### src/rtl/alu_pkg.sv
// Shared types for the execute-stage ALU: operation encoding and flag bit positions.
package alu_pkg;

  typedef enum logic [3:0] {
    ALU_AND   = 4'd0,
    ALU_OR    = 4'd1,
    ALU_ADD   = 4'd2,
    ALU_XOR   = 4'd3,
    ALU_SLL   = 4'd4,
    ALU_SRL   = 4'd5,
    ALU_SUB   = 4'd6,
    ALU_SLT   = 4'd7,
    ALU_NOR   = 4'd8,
    ALU_SRA   = 4'd9,
    ALU_SLTU  = 4'd10,
    ALU_PASSB = 4'd11
  } alu_op_t;

  localparam int unsigned FLAG_N  = 3;
  localparam int unsigned FLAG_V  = 2;
  localparam int unsigned FLAG_C  = 1;
  localparam int unsigned FLAG_ZF = 0;
  localparam int unsigned FLAG_W  = 4;

endpackage

### src/rtl/alu_comb.sv
// Combinational ALU datapath: result for every op select, plus {N,V,C,Zf} when ALU_FLAGS_EN is defined.
module alu_comb
  import alu_pkg::*;
#(
  parameter int unsigned n = 32
) (
  input  logic [n-1:0]      A,
  input  logic [n-1:0]      B,
  input  logic [3:0]        S,
`ifdef ALU_FLAGS_EN
  output logic [FLAG_W-1:0] flags_c,
`endif
  output logic [n-1:0]      z_c
);

  localparam int unsigned SH = $clog2(n);

  alu_op_t       op;
  logic [SH-1:0] shamt;

  assign op    = alu_op_t'(S);
  // Upper bits of B are ignored, so shift amounts wrap modulo 2^SH.
  assign shamt = B[SH-1:0];

  always_comb begin
    z_c = '0;
    case (op)
      ALU_AND:   z_c = A & B;
      ALU_OR:    z_c = A | B;
      ALU_ADD:   z_c = A + B;
      ALU_XOR:   z_c = A ^ B;
      ALU_SLL:   z_c = A << shamt;
      ALU_SRL:   z_c = A >> shamt;
      ALU_SUB:   z_c = A - B;
      ALU_SLT:   z_c = n'($signed(A) < $signed(B));
      ALU_NOR:   z_c = ~(A | B);
      ALU_SRA:   z_c = n'($signed(A) >>> shamt);
      ALU_SLTU:  z_c = n'(A < B);
      ALU_PASSB: z_c = B;
      default:   z_c = '0;
    endcase
  end

`ifdef ALU_FLAGS_EN
  logic [n:0] sum_w;
  logic [n:0] diff_w;

  assign sum_w  = {1'b0, A} + {1'b0, B};
  assign diff_w = {1'b0, A} - {1'b0, B};

  // C is NOT borrow for SUB so that A >= B (unsigned) reads as C=1.
  always_comb begin
    flags_c          = '0;
    flags_c[FLAG_ZF] = (z_c == '0);
    flags_c[FLAG_N]  = z_c[n-1];
    case (op)
      ALU_ADD: begin
        flags_c[FLAG_C] = sum_w[n];
        flags_c[FLAG_V] = (A[n-1] == B[n-1]) && (sum_w[n-1] != A[n-1]);
      end
      ALU_SUB: begin
        flags_c[FLAG_C] = ~diff_w[n];
        flags_c[FLAG_V] = (A[n-1] != B[n-1]) && (diff_w[n-1] != A[n-1]);
      end
      default: ;
    endcase
  end
`endif

endmodule

### src/rtl/alu_core.sv
// Execute-stage ALU with a one-cycle registered result; the flags port exists only when ALU_FLAGS_EN is defined.
module alu_core
  import alu_pkg::*;
#(
  parameter int unsigned n = 32
) (
  input  logic              clk,
  input  logic              rst,
  input  logic [n-1:0]      A,
  input  logic [n-1:0]      B,
  input  logic [3:0]        S,
`ifdef ALU_FLAGS_EN
  output logic [FLAG_W-1:0] flags,
`endif
  output logic [n-1:0]      Z
);

  if (n < 8) begin : g_width_check
    $error("alu_core: n must be at least 8");
  end

  logic [n-1:0] z_c;

`ifdef ALU_FLAGS_EN
  logic [FLAG_W-1:0] flags_c;

  alu_comb #(.n(n)) u_comb (
    .A       (A),
    .B       (B),
    .S       (S),
    .flags_c (flags_c),
    .z_c     (z_c)
  );

  always_ff @(posedge clk) begin
    if (rst) flags <= '0;
    else     flags <= flags_c;
  end
`else
  alu_comb #(.n(n)) u_comb (
    .A   (A),
    .B   (B),
    .S   (S),
    .z_c (z_c)
  );
`endif

  // Reset takes priority over the computed result.
  always_ff @(posedge clk) begin
    if (rst) Z <= '0;
    else     Z <= z_c;
  end

endmodule

### config.mk
export PLATFORM = sky130hd
export DESIGN_NAME = alu_core
export DESIGN_NICKNAME = d
export VERILOG_FILES = /design/src/rtl/alu_pkg.sv /design/src/rtl/alu_comb.sv /design/src/rtl/alu_core.sv
export SDC_FILE = /design/constraint.sdc
export NUM_CORES = 1
export LEC_CHECK = 0
export BUFFER_PORTS_ARGS = -buffer_cell sky130_fd_sc_hd__buf_2
export CAP_MARGIN = 0
export CORE_MARGIN = 3
export CORE_UTILIZATION = 44
export CTS_BUF_LIST = sky130_fd_sc_hd__clkbuf_4
export DETAILED_ROUTE_END_ITERATION = 8
export PLACE_DENSITY = 0.67
export SYNTH_ARGS = -nofsm -noshare
export SYNTH_HDL_FRONTEND = slang
export SYNTH_SLANG_ARGS = --single-unit
export TNS_END_PERCENT = 10
### constraint.sdc
create_clock -name clk -period 5 [get_ports clk]
set_input_delay 0.25 -clock clk [delete_from_list [all_inputs] [get_ports clk]]
set_output_delay 0.25 -clock clk [all_outputs]
set_load 0.02 [all_outputs]
---- Word-level counts from Yosys, hierarchy flattened ----
Cells that the tools add are included.
storage, ports and cells
  bits in registers ....................... 32
  bits in latches ......................... 0
  bits in writable memories ............... 0
  memory bits (read-only) ................. 0
  input bits .............................. 70
  output and inout port bits .............. 32
  logic and storage cells ................. 25
  memories kept ........................... 0
operators by class
  add/subtract/negate cells ............... 2
  multiply operators ...................... 0
  div/mod/pow operators ................... 0
  magnitude comparators ................... 2
  equal/unequal tests ..................... 11
  shift-type cells ........................ 3
  mux-type cells .......................... 1
  bitwise gates (word level) .............. 4
  reduce and logical (&&, ||, !) cells .... 1
operators by type and width
  cell                                                                    count
  32-bit case mux with 12 select lines                                    1
  32-bit < comparator                                                     2
  32-bit adder                                                            1
  32-bit bitwise AND                                                      1
  32-bit inverter                                                         1
  32-bit OR                                                               1
  32-bit by 5-bit << shifter with 32-bit output                           1
  32-bit by 5-bit >> shifter with 32-bit output                           1
  32-bit by 5-bit >>> shifter with 32-bit output                          1
  32-bit subtractor                                                       1
  32-bit bitwise XOR                                                      1
  4-bit by 3-bit equality test with 1-bit output (second input constant)  4
  4-bit equality test (second input constant)                             4
  4-bit by 2-bit equality test with 1-bit output (second input constant)  2
  4-bit by 1-bit equality test with 1-bit output (second input constant)  1
  4-bit zero test                                                         1

---- Logic depth before layout (Yosys ltp) ----
Gate-level depths: netlist of run 1.
  word-level depth ........................ 3
  gate-level depth with buffers ........... 16
  depth with buffers taken out ............ 12

---- Hierarchy ----
From an unflattened synthesis of run 1, not the netlist that was laid out.
second synthesis, totals
  cell total of the unflattened synthesis .. 1504
  area, all modules ....................... 10137.2 sq um
modules (own cells, without submodules)
  module    instances  cells an instance  area an instance (sq um)  sequential area each (sq um)
  alu_comb  1          1437               9273.9                    0.0
  alu_core  1          67                 863.3                     640.6

---- Worst setup path before layout of run 1 ----
No wires, ideal clock.
  path kind ............................... input -> register
  start ................................... in B[2]
  end ..................................... reg Z[30]
  setup time .............................. 0.127 ns
  data arrival time ....................... 3.360 ns
  required time ........................... 4.873 ns
  setup slack ............................. 1.513 ns
  stages .................................. 16
  path buffers ............................ 5
  path through ............................ clkbuf_1 -> inv_1 -> buf_2 -> buf_2 -> buf_1 -> ha_1 -> buf_2 -> o21bai_1 -> a21oi_1 -> o21ai_1 -> and3_1 -> nor2_2 -> o21ai_1 -> o211a_1 -> o31a_1 -> or3_1
between the ends
  cells in the longest elaborated chain, start to end .. 2
  elaborated cells on any way between the ends .. 6
  classes of those cells .................. 2 x add/sub; 3 x shift; 1 x mux
ends and longest elaborated chain
  what                                       RTL line        text
  start: declaration                         alu_core.sv:10  input logic [n-1:0] B,
  32-bit subtractor (tied with other cells)  alu_comb.sv:34  ALU_SUB: z_c = A - B;
  32-bit case mux with 12 select lines *     alu_comb.sv:27  case (op)
  end signal: assignment                     alu_core.sv:51  else Z <= z_c;
  end: declaration                           alu_core.sv:15  output logic [n-1:0] Z
Every way passes the cells marked *; elsewhere a longest branch is shown, timed or not.
A chain may end at the register's enable or synchronous reset.

---- Worst setup path in the final report of run 1 ----
  start ................................... in B[0]
  end ..................................... reg Z[30]
The elaborated chain is that of the path after synthesis.

==> metrics.md, run 1 <==
| Metric | Value |
|---|---|
| Status | finished clean |
| Clock sink count | 32 |
| WL final | 50.1 mm |
| Max Fclk | 288 MHz |
| Clock root cell | clkbuf_4 |
| Most frequent cell after synthesis | nor2_1 |
| CP max FO | 31 |
| Post-DP HPWL | 39.6 mm |
| Max transition margin | 23.1% |
| H-tree depth reported by CTS | 2 |
| Hold Violations, Final | 0 |
| Cell mode on critical path | inv_1 |
| Maxcap violations | 0 |
| First-pass GRT wire length | 73.8 mm |
| Mapped cell area | 9850 um^2 |
| Syn Nets | 1624 |
| Area growth, synth to finish | 6.24% |
| Crit Path Class | primary input to register |
| Sequential fraction of the synthesis area | 6.50% |
| DIE HEIGHT | 156 um |
| Crit path buf inv count | 3 |
| Placer Congestion | 1.05 |
| CP endpoint | Z[30]$_SDFF_PP0_ |
| Die area | 24200 um^2 |
| Slowest stage delay, CP | 570 ps |
| Netlist cell types | 88 |
| Crit path cell chain | buf_2 > ha_1 > inv_1 > fa_1 > inv_1 > a21oi_1 > o21ai_1 > a41oi_2 > o31ai_2 > a41o_1 > a21o_1 > a2111oi_0 > or3_1 |
| Worst setup path startpoint | B[0] |
| DRC Markers | 0 |
| Synth top area share | 12.7% |
| Num CTS Buffers | 5 |
| Antenna Nets Post-Route | 0 |
| Period utilization | 69.4% |
| Largest net degree at the start of global routing | 77 |
| Number of synthesized flops with an enable pin | 0 |
| Max reg flops | 32 |
| Minimum clock period | 3470 ps |
| Total global-route track usage | 40.1% |
| CP max-delay cell | o31ai_2 |
| WL/cell | 28.6 um |
| Synth Flop Type | dfxtp_1 |
| Die width | 156 um |
| Number of cell rows | 54 |
| #FFs+latches synth | 32 |
| Leak Pwr | 4.51 nW |
| Syn. warnings | 0 |
| CTS clk-pin slew, worst paths | 100 ps |
| Crit-path leading delay family | compound AO/OA/AOI/OAI gates |
| Mean Syn Cell Area | 6.78 um^2 |
| Syn Inst Count | 1452 |
| WP data arrival | 3760 ps |
| Cts hold-fix bufs | 0 |
| Initial Utilization | 45.0% |
| Worst path depth | 13 |
| Crit path required time | 5290 ps |
| Vias in the first global route | 11200 |
| Setup TNS | 0 ps |
| Number of antenna violations at the first check in global routing | 1 |
| Fraction of layout cells with a size suffix above 1 | 13.3% |
| Biggest regs | Z (32) |
| Worst setup EP type | register |
| Synth async-reset ratio | 0% |
| Slew Viols, Final | 0 |
| Port Buffers | 101 |
| Final setup viols | 0 |
| Power Total | 0.00162 W |
| HP Class | primary input to register |
| Biggest register | Z |
| Grt ovf | 0 |
| Biggest area consumer among synthesized cells | ha_1 |
| CP startpoint kind | primary input |
| VDD IR-drop max | 0.113 mV |
| Top cells by count, synth | nor2_1 (146), nand2_1 (143), a21oi_1 (130), ha_1 (100), o21ai_0 (95) |
| Setup bufs post-CTS | 0 |
| Power Dens Cells | 155 nW/um^2 |
| Drt first pass iters | 9 |
| Area contributors post-synth | ha_1 (13%), a21oi_1 (6.6%), dfxtp_1 (6.5%) |
| Layout Nets | 1641 |
| Clock buffer depth | 2 |
| Via/cell ratio | 6.94 |
| Gates resized, CTS repair | 0 |
| Core ar. | 21900 um^2 |
| Via count | 12100 |
| RSZ-0062 raised after global routing | no |
| Cell area after layout | 10500 um^2 |
| Actual slew at the worst max-slew pin | 1150 ps |
| Detailed Route Iter0 Violations | 1616 |
| CTS tree | yes |
| Placed inst area | 10400 um^2 |
| # IOs | 102 |
## worst min path at each step
stage / start / to / slack (ps) / cells past startpoint
after floorplan: S[1] / Z[19]$_SDFF_PP0_ / 470 / 3
after global placement: Z[21]$_SDFF_PP0_ / Z[21] / 670 / 1
after detailed placement: Z[10]$_SDFF_PP0_ / Z[10] / 660 / 1
after CTS: rst / Z[16]$_SDFF_PP0_ / 300 / 3
after global routing: B[21] / Z[21]$_SDFF_PP0_ / 340 / 3
final: B[21] / Z[21]$_SDFF_PP0_ / 320 / 3
## metrics by stage
stage               hold WS (ps)  setup WS (ps)  instances  utilization [%]
finish                       322           1530       1750             47.8
global route                 338           1330       1750             47.8
CTS                          303           1630       1749             47.8
detailed placement           665           1220       1742             47.6
global placement             665           1260       1742             47.6
floorplan                    467           1510       1452                -
## layout make-up
cell class                      count  area [um^2]
Inverter                          101          379
Timing Repair Buffer              128          723
Clock inverter                      2         7.51
Sequential cell                    32          641
Tap cell                          280          350
Fill cell                        2341        11400
Antenna cell                        1         2.50
Multi-Input combinational cell   1201         8320
Clock buffer                        5         37.5
## where the power goes
| group | switching [W] | internal, W | leakage [nW] |
|---|---|---|---|
| logic | 0.000791 | 0.000378 | 4.22 |
| clock network | 0.000123 | 0.0000490 | 0.0261 |
| registers | 0.00000672 | 0.000276 | 0.263 |
| total | 0.000921 | 0.000703 | 4.51 |
## cell families (layout without fill, tap and decap cells)
kind of cell / after synthesis / in the layout / share of synthesized area [%]
AO/OA/AOI/OAI: 556 / 556 / 37.9
AND/OR/NAND/NOR: 436 / 436 / 20.1
buffers and inverters: 219 / 236 / 9.17
adder cells (fa/ha/maj): 102 / 102 / 13.1
multiplexers: 93 / 93 / 11.9
flip-flops: 32 / 32 / 6.50
XOR/XNOR: 14 / 14 / 1.25
other: 0 / 1 / 0
## cell usage in the layout, fill, tap and decap left out, types with 21 or more instances in the layout
master	instances
nor2_1	146
nand2_1	143
a21oi_1	130
ha_1	100
buf_2	100
o21ai_0	95
inv_1	87
mux2i_1	54
a211oi_1	38
nor3_1	34
dfxtp_1	32
buf_4	27
nand3_1	26
a31oi_1	26
o21ai_1	25
a21o_1	21
## layer usage
| metal | vias up | part of all wire (%) | GRT usage (%) |
|---|---|---|---|
| met2 | 861 | 44 | 63.8 |
| li1 | 5462 | - | - |
| met4 | 0 | 6.5 | 21.1 |
| met1 | 5671 | 40 | 52.7 |
| met5 | - | 0 | 0 |
| met3 | 149 | 9.6 | 5.74 |
No activity file was read; power rests on OpenSTA's default activity.
==> run 2: changes to the inputs <==
--- a/config.mk
+++ b/config.mk
@@ -5,6 +5,7 @@
 export SDC_FILE = /design/constraint.sdc
 export NUM_CORES = 1
 export LEC_CHECK = 0
+export ABC_AREA = 1
 export BUFFER_PORTS_ARGS = -buffer_cell sky130_fd_sc_hd__buf_2
 export CAP_MARGIN = 0
 export CORE_MARGIN = 3
==> constraint.sdc (replaced) <==
create_clock -name clk -period 3.6 [get_ports clk]
set_input_delay 0.18 -clock clk [delete_from_list [all_inputs] [get_ports clk]]
set_output_delay 0.18 -clock clk [all_outputs]
set_load 0.02 [all_outputs]
==> metrics.md, run 2 <==
| Metric | Value |
|---|---|
| Status | finished clean |
| Clock buffer depth | 2 (unchanged) |
| DIE HEIGHT | 168 um (+8.3%) |
| CTS clk-pin slew, worst paths | 150 ps (+50 ps) |
| # IOs | 102 (unchanged) |
| Sw Pwr | 0.00148 W (+61%) |
| Clock power frac | 13.4% (+2.8 points) |
| Period utilization | 67.8% |
| Die width | 168 um (+8.3%) |
| Synth Area in Simple Gates | 56.9% (+37 points) |
| Vias in the first global route | 13900 (+24%) |
| Max transition margin | 21.5% (-1.6 points) |
| Met3 wire len | 7.12 mm (+48%) |
| Leak Pwr | 7.17 nW (+59%) |
| Pre-CTS WS | 789 ps (-428 ps) |
| Most frequent cell after synthesis | nand2_1 |
| Grt ovf | 0 (unchanged) |
| Initial Utilization | 45.5% (+0.47 points) |
| Maxcap violations | 0 (unchanged) |
| RSZ-0062 raised after global routing | no |
| Biggest register | Z |
| Worst setup EP type | register |
| Power Dens Cells | 204 nW/um^2 (+31%) |
| Drt first pass iters | 6 (-3) |
| Max reg flops | 32 (unchanged) |
| WL/cell | 21.7 um (-24%) |
| DRC Markers | 0 (unchanged) |
| Synth Area in Adders | 11.1% (-2.0 points) |
| Layout Nets | 2559 (+56%) |
| Largest family of logic cells by synthesized area | simple AND/OR/NAND/NOR gates |
| Gates resized, CTS repair | 0 (unchanged) |
| Num CTS Buffers | 5 (unchanged) |
| VDD IR-drop max | 0.137 mV (+22%) |
| Switch share | 59.2% (+2.5 points) |
| Number of fill cells in the layout | 3033 (+30%) |
| Clock root cell | clkbuf_4 |
| Slew Viols, Final | 0 (unchanged) |
| Hold path start | rst |
| Cell area after layout | 12300 um^2 (+18%) |
| CP max FO | 62 (+100%) |
| #FFs+latches synth | 32 (unchanged) |
| Logic pwr share | 70.8% (-1.2 points) |
| Placer Congestion | 1.07 (+2.7%) |
| Uppermost routed layer | met4 |
| Final core occ | 48.1% (+0.34 points) |
| Setup TNS | 0 ps (unchanged) |
| Synth async-reset ratio | 0% (unchanged) |
| Number of cell rows | 58 (+7.4%) |
| Commonest non-fill, non-tap cell in the layout | nand2_1 |
| Met1 wire length | 24.2 mm (+22%) |
| Netlist cell types | 41 (-53%) |
| Met2 WL | 24.7 mm (+11%) |
| Max Fclk | 410 MHz |
| Syn Nets | 2523 (+55%) |
| Crit path required time | 3930 ps (-1360 ps) |
| HP Class | primary input to register |
| Synth top area share | 26.5% (+14 points) |
| Final setup viols | 0 (unchanged) |
| Placed inst area | 12200 um^2 (+17%) |
| Crit Path Class | primary input to register |
| Minimum clock period | 2440 ps |
| Die area | 28400 um^2 (+17%) |
| Actual slew at the worst max-slew pin | 1170 ps (+19.8 ps) |
| Post-DP HPWL | 48.3 mm (+22%) |
| Detailed Route Iter0 Violations | 2353 (+46%) |
| WL final | 58.9 mm (+18%) |
| Biggest area consumer among synthesized cells | nand2_1 |
| Fraction of layout cells with a size suffix above 1 | 6.83% (-6.4 points) |
| Core ar. | 25500 um^2 (+17%) |
| CTS tree | yes |
| Total global-route track usage | 40.0% (-0.052 points) |
| Largest net degree at the start of global routing | 63 (-18%) |
| Number of antenna violations at the first check in global routing | 1 (unchanged) |
| H-tree depth reported by CTS | 2 (unchanged) |
| Worst hold path depth | 2 (-1) |
| Most frequent cells in the layout | nand2_1 (820), nand3_1 (438), inv_1 (336) |
| Setup bufs post-CTS | 0 (unchanged) |
| Mean Syn Cell Area | 4.94 um^2 (-27%) |
| Biggest regs | Z (32) |
| WP data arrival | 2770 ps (-990 ps) |
| Worst Setup Slack, final | 1160 ps (-372 ps) |
| Cts hold-fix bufs | 0 (unchanged) |
| Antenna Nets Post-Route | 0 (unchanged) |
| Synth Flop Type | dfxtp_1 |
| Mux contribution to synthesized area | 0.0862% (-12 points) |
| Area growth, synth to finish | 5.88% |
| Part of the power in registers | 15.7% (-1.7 points) |
| Compound-gate portion of the synthesized area | 10.4% (-28 points) |
| Int Power | 0.00102 W (+45%) |
| CP startpoint kind | primary input |
| Number of synthesized flops with an enable pin | 0 (unchanged) |
| Via/cell ratio | 5.81 (-16%) |
| Hold Violations, Final | 0 (unchanged) |
| Hold WS | 186 ps (-136 ps) |
| Area contributors post-synth | nand2_1 (27%), nand3_1 (19%), inv_1 (11%) |
| Syn Inst Count | 2351 (+62%) |
| WHS Endpoint | Z[9]$_SDFF_PP0_ |
| Port Buffers | 101 (unchanged) |
| Syn. warnings | 0 (unchanged) |
| First-pass GRT wire length | 86.4 mm (+17%) |
| Synth Area in XOR/XNOR | 0% (-1.2 points) |
| Sequential fraction of the synthesis area | 5.52% (-0.99 points) |
| Via count | 15800 (+30%) |
| Clock sink count | 32 (unchanged) |
| Top cells by count, synth | nand2_1 (820), nand3_1 (438), inv_1 (338), nor2_1 (219), ha_1 (100) |
| Mapped cell area | 11600 um^2 (+18%) |
-- run 2: logic make-up after synthesis --
family | after synthesis
simple gates | 1557
buf+inv | 449
compound gates | 210
fa+ha+maj | 102
flops | 32
mux | 1
-- run 2: how the worst max path moves through the flow --
stage	from	to	slack (ps)	depth (start not counted)
global route	B[1]	Z[29]$_SDFF_PP0_	1000	16
finish	B[1]	Z[29]$_SDFF_PP0_	1160	16
floorplan	B[4]	Z[31]$_SDFF_PP0_	1290	19
CTS	B[1]	Z[29]$_SDFF_PP0_	1250	16
global placement	B[1]	Z[29]$_SDFF_PP0_	830	16
detailed placement	B[1]	Z[29]$_SDFF_PP0_	790	16
-- run 2: layer usage --
metal  vias up  track usage, %
met2      1048            60.6
li1       7567               -
met1      7054            55.6
met5         -               0
met3       135            7.80
met4         0            16.5
-- run 2: worst max-delay path, cell delays in order --
cell and delay (ps):
buf_2 380, inv_2 140, buf_12 220, ha_1 200
nand2_1 150, nand2_1 80, nand2_1 80, nand3_1 370
nand2_1 230, nand3_1 180, nand2_1 160, nand3_1 90
nand3_1 90, nand3_1 80, nand2_1 70, inv_1 50
-- run 2: power groups by stage --
stage,clock (W),combinational (W),sequential (W)
after detailed placement,0,0.00171,0.000403
after global placement,0,0.00170,0.000402
after global routing,0.000347,0.00193,0.000397
after floorplan,0,0.00109,0.000440
after CTS,0.000335,0.00171,0.000395
final,0.000336,0.00178,0.000395
-- run 2: through the flow --
step,cells,total power [W]
global placement,2710,0.00210
CTS,2718,0.00244
floorplan,2351,0.00153
global route,2719,0.00267
detailed placement,2710,0.00211
finish,2719,0.00251
-- run 2: final cells by class --
type	instances	area [um^2]	share of cell area, %
clock buffer	6	45.0	0.366
antenna	1	2.50	0.0204
timing repair buffer	129	728	5.92
sequential	32	641	5.21
multi-input combinational	1870	9120	74.2
tap	330	413	3.36
inverter	349	1310	10.7
clock inverter	2	35.0	0.285
